`src/rtl/inst_fetch_unit.sv`:
```
// Instruction fetch initiator: owns the fetch PC, keeps at most one read in
// flight on the instruction memory port and queues returned words for decode.
module inst_fetch_unit #(
  parameter logic [31:0] RESET_PC = 32'h1eceb000,
  parameter int unsigned DEPTH    = 4
) (
  input  logic        clk,
  input  logic        rst,
  output logic [31:0] imem_addr,
  output logic [3:0]  imem_rmask,
  input  logic [31:0] imem_rdata,
  input  logic        imem_resp,
  input  logic        redirect_valid,
  input  logic [31:0] redirect_pc,
  output logic        instr_valid,
  output logic [31:0] instr,
  output logic [31:0] instr_pc,
  input  logic        instr_ready
);

  localparam int unsigned PTR_W = $clog2(DEPTH);
  localparam int unsigned CNT_W = PTR_W + 1;
  localparam logic [CNT_W-1:0] DEPTH_C = CNT_W'(DEPTH);
  localparam logic [3:0] RMASK_ALL = 4'b1111;

  typedef enum logic [1:0] {
    S_IDLE,
    S_WAIT,
    S_DISCARD
  } state_t;

  state_t           r_state;
  logic [31:0]      r_pc;
  logic [31:0]      r_addr;
  logic [3:0]       r_rmask;
  logic [CNT_W-1:0] r_count;
  logic [PTR_W-1:0] r_wr_ptr;
  logic [PTR_W-1:0] r_rd_ptr;
  logic [31:0]      r_fifo_instr [DEPTH];
  logic [31:0]      r_fifo_pc    [DEPTH];

  state_t           w_state_nx;
  logic [31:0]      w_pc_nx;
  logic [31:0]      w_addr_nx;
  logic [3:0]       w_rmask_nx;
  logic [CNT_W-1:0] w_count_nx;
  logic [PTR_W-1:0] w_wr_ptr_nx;
  logic [PTR_W-1:0] w_rd_ptr_nx;
  logic             w_push;

  logic             w_resp;
  logic             w_pop;
  logic [31:0]      w_target;
  logic [31:0]      w_addr_inc;
  logic [CNT_W-1:0] w_count_pop;
  logic [CNT_W-1:0] w_count_push;

  // A response only counts while a request is actually outstanding.
  assign w_resp       = imem_resp & (r_rmask != 4'b0000);
  assign w_pop        = instr_valid & instr_ready & ~redirect_valid;
  assign w_target     = redirect_pc & 32'hFFFF_FFFC;
  assign w_addr_inc   = r_addr + 32'd4;
  assign w_count_pop  = r_count - CNT_W'(w_pop);
  assign w_count_push = w_count_pop + CNT_W'(1);

  always_comb begin
    w_state_nx  = r_state;
    w_pc_nx     = r_pc;
    w_addr_nx   = r_addr;
    w_rmask_nx  = r_rmask;
    w_count_nx  = w_count_pop;
    w_wr_ptr_nx = r_wr_ptr;
    w_rd_ptr_nx = r_rd_ptr + PTR_W'(w_pop);
    w_push      = 1'b0;

    if (redirect_valid) begin
      w_count_nx  = '0;
      w_wr_ptr_nx = '0;
      w_rd_ptr_nx = '0;
      w_pc_nx     = w_target;
    end

    case (r_state)
      S_IDLE: begin
        if (redirect_valid) begin
          w_rmask_nx = RMASK_ALL;
          w_addr_nx  = w_target;
          w_state_nx = S_WAIT;
        end else if (w_count_pop < DEPTH_C) begin
          w_rmask_nx = RMASK_ALL;
          w_addr_nx  = r_pc;
          w_state_nx = S_WAIT;
        end
      end

      S_WAIT: begin
        if (w_resp) begin
          if (redirect_valid) begin
            w_addr_nx = w_target;
          end else begin
            w_push      = 1'b1;
            w_pc_nx     = w_addr_inc;
            w_count_nx  = w_count_push;
            w_wr_ptr_nx = r_wr_ptr + PTR_W'(1);
            // Chain the next fetch on the same edge while credit remains.
            if (w_count_push < DEPTH_C) begin
              w_addr_nx = w_addr_inc;
            end else begin
              w_rmask_nx = 4'b0000;
              w_state_nx = S_IDLE;
            end
          end
        end else if (redirect_valid) begin
          w_state_nx = S_DISCARD;
        end
      end

      S_DISCARD: begin
        // Stale data is dropped; the FIFO is empty so the target can issue.
        if (w_resp) begin
          w_addr_nx  = redirect_valid ? w_target : r_pc;
          w_state_nx = S_WAIT;
        end
      end

      default: begin
        w_rmask_nx = 4'b0000;
        w_state_nx = S_IDLE;
      end
    endcase
  end

  always_ff @(posedge clk) begin
    if (rst) begin
      r_state  <= S_IDLE;
      r_pc     <= RESET_PC;
      r_addr   <= RESET_PC;
      r_rmask  <= 4'b0000;
      r_count  <= '0;
      r_wr_ptr <= '0;
      r_rd_ptr <= '0;
    end else begin
      r_state  <= w_state_nx;
      r_pc     <= w_pc_nx;
      r_addr   <= w_addr_nx;
      r_rmask  <= w_rmask_nx;
      r_count  <= w_count_nx;
      r_wr_ptr <= w_wr_ptr_nx;
      r_rd_ptr <= w_rd_ptr_nx;
    end
  end

  // Storage carries no reset; validity is tracked by r_count alone.
  always_ff @(posedge clk) begin
    if (w_push) begin
      r_fifo_instr[r_wr_ptr] <= imem_rdata;
      r_fifo_pc[r_wr_ptr]    <= r_addr;
    end
  end

  assign imem_addr   = r_addr;
  assign imem_rmask  = r_rmask;
  assign instr_valid = (r_count != '0);
  assign instr       = r_fifo_instr[r_rd_ptr];
  assign instr_pc    = r_fifo_pc[r_rd_ptr];

endmodule

```
`config.mk`:
```
export PLATFORM = sky130hd
export DESIGN_NAME = inst_fetch_unit
export DESIGN_NICKNAME = d
export VERILOG_FILES = /design/src/rtl/inst_fetch_unit.sv
export SDC_FILE = /design/constraint.sdc
export NUM_CORES = 1
export LEC_CHECK = 0
export CORE_MARGIN = 4
export CORE_UTILIZATION = 30
export DETAILED_ROUTE_END_ITERATION = 7
export PLACE_DENSITY = 0.49
export SYNTH_ARGS = -nofsm -noshare
export SYNTH_HDL_FRONTEND = slang
export SYNTH_SLANG_ARGS = --single-unit
```
`constraint.sdc`:
```
create_clock -name clk -period 4.7 [get_ports clk]
set_clock_uncertainty 0.15 [all_clocks]
set_input_delay 0.94 -clock clk [delete_from_list [all_inputs] [get_ports clk]]
set_output_delay 0.94 -clock clk [all_outputs]
set_load 0.01 [all_outputs]
```
==> results of run 1 <==
==> worst max-delay path: stages, from the launching register on <==
cell	delay, ns
dfxtp_4	0.70
buf_4	0.45
mux4_2	0.56
clkdlybuf4s50_1	0.55
==> final timing paths <==
check                                       startpoint                    endpoint  cells past startpoint
worst max register to register   r_count[2]$_SDFF_PP0_  imem_addr[19]$_SDFFE_PP1P_                     10
worst min register to register      r_pc[0]$_SDFF_PP0_          r_pc[0]$_SDFF_PP0_                      2
worst min-delay path                r_pc[0]$_SDFF_PP0_          r_pc[0]$_SDFF_PP0_                      2
worst max-delay path            r_rd_ptr[0]$_SDFF_PP0_                instr_pc[19]                      3
==> per-layer routing <==
layer | vias up | wire length [um] | global-route usage
met1 | 4308 | 16300 | 0.199
met5 | - | 0 | 0
met4 | 0 | 573 | 0.0341
met2 | 198 | 17300 | 0.240
met3 | 43 | 1640 | 0.0306
li1 | 3857 | - | -
==> stage by stage <==
stage	util	instances	setup slack, ns
floorplan	-	878	0.803
global route	0.388	1675	0.591
global placement	0.361	1606	0.735
detailed placement	0.361	1606	0.701
finish	0.388	1675	0.783
CTS	0.388	1675	0.662
==> placed cells by master (no fill, tap or decap), types with 8 or more instances in the layout <==
| master | instances |
|---|---|
| nor2_1 | 43 |
| inv_1 | 13 |
| dfxtp_1 | 72 |
| clkbuf_16 | 41 |
| nand4_1 | 9 |
| xnor2_1 | 19 |
| edfxtp_1 | 256 |
| o21ai_0 | 24 |
| clkdlybuf4s50_1 | 165 |
| a21o_1 | 10 |
| buf_4 | 27 |
| a221o_1 | 8 |
| o211ai_1 | 8 |
| a21oi_1 | 34 |
| nand2_1 | 57 |
| nand3_1 | 20 |
| o21ai_1 | 17 |
| xor2_1 | 8 |
| nor3_1 | 13 |
| mux4_2 | 64 |
| clkbuf_1 | 11 |
==> sequential cells by signal, indices dropped and copies added (netlist names) <==
signal and cells:
r_fifo_instr 128, r_fifo_pc 128, imem_addr 32, r_pc 32, r_count 3, r_rd_ptr 2
r_state 2, r_wr_ptr 2, imem_rmask 1
==> cell type report <==
class                   count  share of cell area
repair buffers            200               0.115
multi-input cells         471               0.237
clock inverters            15             0.00725
clock buffers              54              0.0635
flip-flops and latches    330               0.532
inverters                  13             0.00283
well taps                 592              0.0429
==> power groups by stage <==
| stage | registers, uW | logic [uW] | clock network, uW |
|---|---|---|---|
| finish | 3340 | 535 | 2890 |
| floorplan | 3370 | 273 | 0 |
| global route | 3360 | 581 | 3120 |
| global placement | 3400 | 533 | 0 |
| CTS | 3340 | 540 | 3000 |
| detailed placement | 3410 | 538 | 0 |
==> kinds of logic after synthesis <==
logic type / share of synthesized area
xor gates and xnor gates: 0.0195
and+or+nand+nor: 0.0697
adders and majority gates: 0.00729
AOI/OAI and AO/OA: 0.0946
muxes: 0.108
buffers and inverters: 0.0251
DFF: 0.676
==> metrics.md, run 1 <==
| Metric | Value |
|---|---|
| Hold-fix buffers, CTS | `0` |
| Worst EP arrival | `2.83 ns` |
| Fin area | `17,300 um^2` |
| Top_reg_cell synth | `edfxtp_1` |
| Dpl cell area | `16,000 um^2` |
| PwrDens | `392 nW/um^2` |
| DR WL/cell | `21.4 um` |
| Die area | `48,700 um^2` |
| Setup tns final | `0 ns` |
| Period minus WS final | `3.92 ns` |
| Layout cell share with drive strength beyond 1 | `0.159` |
| First-pass iteration count of the detailed router | `6` |
| First-pass GRT wire length | `53,700 um` |
| Deepest clock path buffer count | `3` |
| Initial antenna violation count | `1` |
| Syn_area_per_cell | `15.4 um^2` |
| Multi-input gate area | `4080 um^2` |
| Synth cell types | `68` |
| Die Ht | `221 um` |
| Fin. max-slew vios | `0` |
| Crit. End Element | `output port` |
| HP Class | `reg2reg` |
| Critical path type | `reg2out` |
| Core Rows | `77` |
| Max_slew headroom | `0.376` |
| Net Sw Frac | `0.229` |
| Tot Pwr | `6770 uW` |
| Final hold vios | `0` |
| Sequential share of power | `0.494` |
| VDD IR-drop max | `0.000205 V` |
| Combinational Power Share | `0.079` |
| Vias per cell | `5.02` |
| PortBufs | `167` |
| H-tree depth | `2` |
| Sequential cell area | `9180 um^2` |
| Num Clock Sinks | `330` |
| Dominant cell type by area after synthesis | `edfxtp_1` |
| Clock slew at reported path FFs | `0.06 ns` |
| Final worst-path cycle share | `0.834` |
| Clk_lat worst skew | `0.54 ns` |
| Required time worst endpoint | `3.61 ns` |
| Seq cells post-synth | `330` |
| Routed via count | `8,406` |
| Final-stage net count | `1,131` |
| DRC errors left | `0` |
| CTS tree | `yes` |
| Top post-synthesis cells by count | `edfxtp_1 (256), dfxtp_1 (74), mux4_2 (64)` |
| GP Congestion | `0.767` |
| Outcome | `completed` |
| # resized after CTS | `0` |
| Syn Nets | `954` |
| Initial Utilization | `0.305` |
| Reg2reg setup slack | `1.52 ns` |
| Die X-Extent | `221 um` |
| Largest fanout on the critical path | `23` |
| Lkg Pwr | `0.00553 uW` |
| Layout Area Growth over Synthesis | `27.2%` |
| Largest net degree at the start of global routing | `69` |
| Max-Cap Viols | `0` |
| Hpwl dp | `22,800 um` |
| Worst hold margin | `0.311 ns` |
| Sequential fraction of the synthesis area | `0.676` |
| Area contributors post-synth | `edfxtp_1 (57%), dfxtp_1 (11%), mux4_2 (11%)` |
| Diode count | `0` |
| EDFF count, synth | `256` |
| Tightest Pin Transition | `0.934 ns` |
| Fill count | `4,114` |
| Post-Syn Area | `13,600 um^2` |
| Total grt overflow | `0` |
| Power Internal | `5220 uW` |
| Post-Syn Instances | `878` |
| Yosys top cell area share | `0.567` |
| Top-count cell post-synth | `edfxtp_1` |
| Yosys warning total | `0` |
| Asr flop ratio synth | `0` |
| Vias in the first global route | `8,471` |
| Post-Route WL | `35,800 um` |
| RSZ-0062 raised after global routing | `no` |
| Clk pwr share | `0.427` |
| CTS buffer count | `39` |
| Root Buffer | `clkbuf_16` |
| Final setup fails | `0` |
| I/O pins | `170` |
| Antenna viol nets, final | `0` |
| GR Util All Layers | `0.146` |
| Post-CTS setup buffer count | `0` |
| FMAX | `255 MHz` |
| Initial DRC count | `667` |
| Switching Power | `1550 uW` |
| Startpoint Class | `flip-flop` |
| Core ar. | `44,400 um^2` |
No activity file was read; power rests on OpenSTA's default activity.
==> run 2: changes to the inputs <==
clock period = 3.7 ns   (was 4.7 ns; I/O delays follow)
==> run 2 against run 1 <==
First-iteration DRC count rose by 3.3%. Via count is 0.56% higher. Register-to-register slack worse by 0.73 ns. Highest routed layer unchanged.
==> metrics.md, run 2 (synthesis gave the netlist of run 1 again) <==
| Metric | Value |
|---|---|
| RSZ-0062 raised after global routing | `no` |
| Post-Route WL | `36,100 um (+0.61%)` |
| Crit path from | `r_rd_ptr[0]$_SDFF_PP0_` |
| Layout Area Growth over Synthesis | `27.9%` |
| Vias in the first global route | `8,683 (+2.5%)` |
| Max-Cap Viols | `0 (unchanged)` |
| Deepest clock path buffer count | `3 (unchanged)` |
| Commonest cells after routing, fill and taps aside | `edfxtp_1 (256), clkdlybuf4s50_1 (165), dfxtp_1 (72)` |
| Core ar. | `44,400 um^2 (unchanged)` |
| Total grt overflow | `0 (unchanged)` |
| PwrDens | `484 nW/um^2 (+23%)` |
| Pre-CTS setup slack | `0.153 ns (-0.549 ns)` |
| Clock slew at reported path FFs | `0.06 ns (about the same)` |
| First-pass iteration count of the detailed router | `5 (-1)` |
| Fin area | `17,300 um^2 (+0.51%)` |
| Hpwl dp | `23,700 um (+4.1%)` |
| Hold-fix buffers, CTS | `0 (unchanged)` |
| Initial Utilization | `0.305 (unchanged)` |
| Largest fanout on the critical path | `22 (-4.3%)` |
| HP Class | `reg2reg` |
| RR Endpoint | `imem_addr[3]$_SDFFE_PP0P_` |
| Critical path type | `reg2out` |
| Lkg Pwr | `0.00558 uW (+0.86%)` |
| Vias per cell | `5.00 (-0.27%)` |
| Clk_lat worst skew | `0.52 ns (-0.02 ns)` |
| H-tree depth | `2 (unchanged)` |
| GR Util All Layers | `0.147 (+0.00107)` |
| Worst hold margin | `0.307 ns (-0.00419 ns)` |
| Initial DRC count | `689 (+3.3%)` |
| Commonest non-fill, non-tap cell in the layout | `edfxtp_1` |
| Tightest Pin Transition | `0.741 ns (-0.193 ns)` |
| Max_slew headroom | `0.506 (+0.130)` |
| Critical Path End | `instr_pc[2]` |
| Final worst-path cycle share | `0.891` |
| Final-stage net count | `1,144 (+1.1%)` |
| Reg2Reg Depth | `10 (unchanged)` |
| Worst r2r src | `r_count[2]$_SDFF_PP0_` |
| Layout cell share with drive strength beyond 1 | `0.172 (+0.0136)` |
| Startpoint Class | `flip-flop` |
| Setup tns final | `0 ns (unchanged)` |
| DRC errors left | `0 (unchanged)` |
| Setup ws final | `0.402 ns (-0.380 ns)` |
| Initial antenna violation count | `1 (unchanged)` |
| CTS tree | `yes` |
| Die X-Extent | `221 um (unchanged)` |
| Antenna viol nets, final | `0 (unchanged)` |
| PortBufs | `167 (unchanged)` |
| Tot Pwr | `8390 uW (+24%)` |
| I/O pins | `170 (unchanged)` |
| Die area | `48,700 um^2 (unchanged)` |
| VDD IR-drop max | `0.000244 V (+19%)` |
| Crit. End Element | `output port` |
| Fin. max-slew vios | `0 (unchanged)` |
| Num Clock Sinks | `330 (unchanged)` |
| Core Rows | `77 (unchanged)` |
| Worst EP arrival | `2.41 ns (-0.42 ns)` |
| # resized after CTS | `0 (unchanged)` |
| First-pass GRT wire length | `54,600 um (+1.6%)` |
| Outcome | `completed` |
| Largest net degree at the start of global routing | `59 (-14%)` |
| Root Buffer | `clkbuf_16` |
| Required time worst endpoint | `2.81 ns (-0.80 ns)` |
| Final setup fails | `0 (unchanged)` |
| CTS buffer count | `36 (-7.7%)` |
| FMAX | `303 MHz` |
| GP Congestion | `0.766 (about the same)` |
| Post-CTS setup buffer count | `0 (unchanged)` |
| Biggest regs | `r_fifo_instr (128), r_fifo_pc (128)` |
| Dpl cell area | `16,200 um^2 (+1.1%)` |
| Final hold vios | `0 (unchanged)` |
| Period minus WS final | `3.30 ns` |
| DR WL/cell | `21.4 um (-0.23%)` |
| Die Ht | `221 um (unchanged)` |
| Routed via count | `8,453 (+0.56%)` |
| Reg2reg setup slack | `0.79 ns (-0.73 ns)` |
-- run 2: cell types whose count changed in the layout (fill, tap and decap cells not counted), moves of 2 or more --
cell       delta
clkbuf_8      -2
inv_6         +3
clkbuf_1      -5
buf_4        +11
buf_12        +5
clkinv_2      +3
clkbuf_16     -4
-- run 2: worst min-delay path by stage --
stage | slack (ns) | endpoint | depth (start not counted) | from
finish | 0.31 | r_pc[0]$_SDFF_PP0_ | 2 | r_pc[0]$_SDFF_PP0_
global route | 0.33 | r_pc[0]$_SDFF_PP0_ | 2 | r_pc[0]$_SDFF_PP0_
CTS | 0.31 | r_pc[0]$_SDFF_PP0_ | 2 | r_pc[0]$_SDFF_PP0_
detailed placement | 0.30 | r_pc[0]$_SDFF_PP0_ | 2 | r_pc[0]$_SDFF_PP0_
global placement | 0.30 | r_pc[1]$_SDFF_PP0_ | 2 | r_pc[1]$_SDFF_PP0_
floorplan | 0.29 | r_pc[0]$_SDFF_PP0_ | 2 | r_pc[0]$_SDFF_PP0_
-- run 2: layout make-up --
| cell class | instances | area [um^2] |
|---|---|---|
| diodes | 1 | 2.50 |
| clock buffers | 43 | 948 |
| clock inverters | 23 | 174 |
| fillers | 4142 | 27100 |
| inverters | 13 | 48.8 |
| multi-input cells | 471 | 4080 |
| flip-flops and latches | 330 | 9180 |
| well taps | 592 | 741 |
| repair buffers | 216 | 2170 |
-- run 2: metal layers --
layer | GRT usage | wire (um) | part of all wire
met1 | 0.199 | 16200 | 0.45
met4 | 0.0418 | 803 | 0.022
met2 | 0.241 | 17300 | 0.48
met5 | 0 | 0 | 0
met3 | 0.0299 | 1790 | 0.050
-- run 2: stage by stage --
stage / util / cells
2_1_floorplan: - / 878
3_3_place_gp: 0.365 / 1622
3_5_place_dp: 0.365 / 1622
4_1_cts: 0.390 / 1688
5_1_grt: 0.390 / 1689
6_report: 0.390 / 1689
-- run 2: report_power, final --
| part | leakage (uW) | internal (uW) | switching, uW |
|---|---|---|---|
| sequential | 0.00291 | 4100 | 121 |
| clock | 0.000550 | 1980 | 1460 |
| combinational | 0.00212 | 352 | 382 |
-- run 2: worst max-delay path, cell delays in order (launching register included) --
cell,delay [ns]
dfxtp_4,0.35
buf_4,0.42
mux4_2,0.56
clkdlybuf4s50_1,0.57
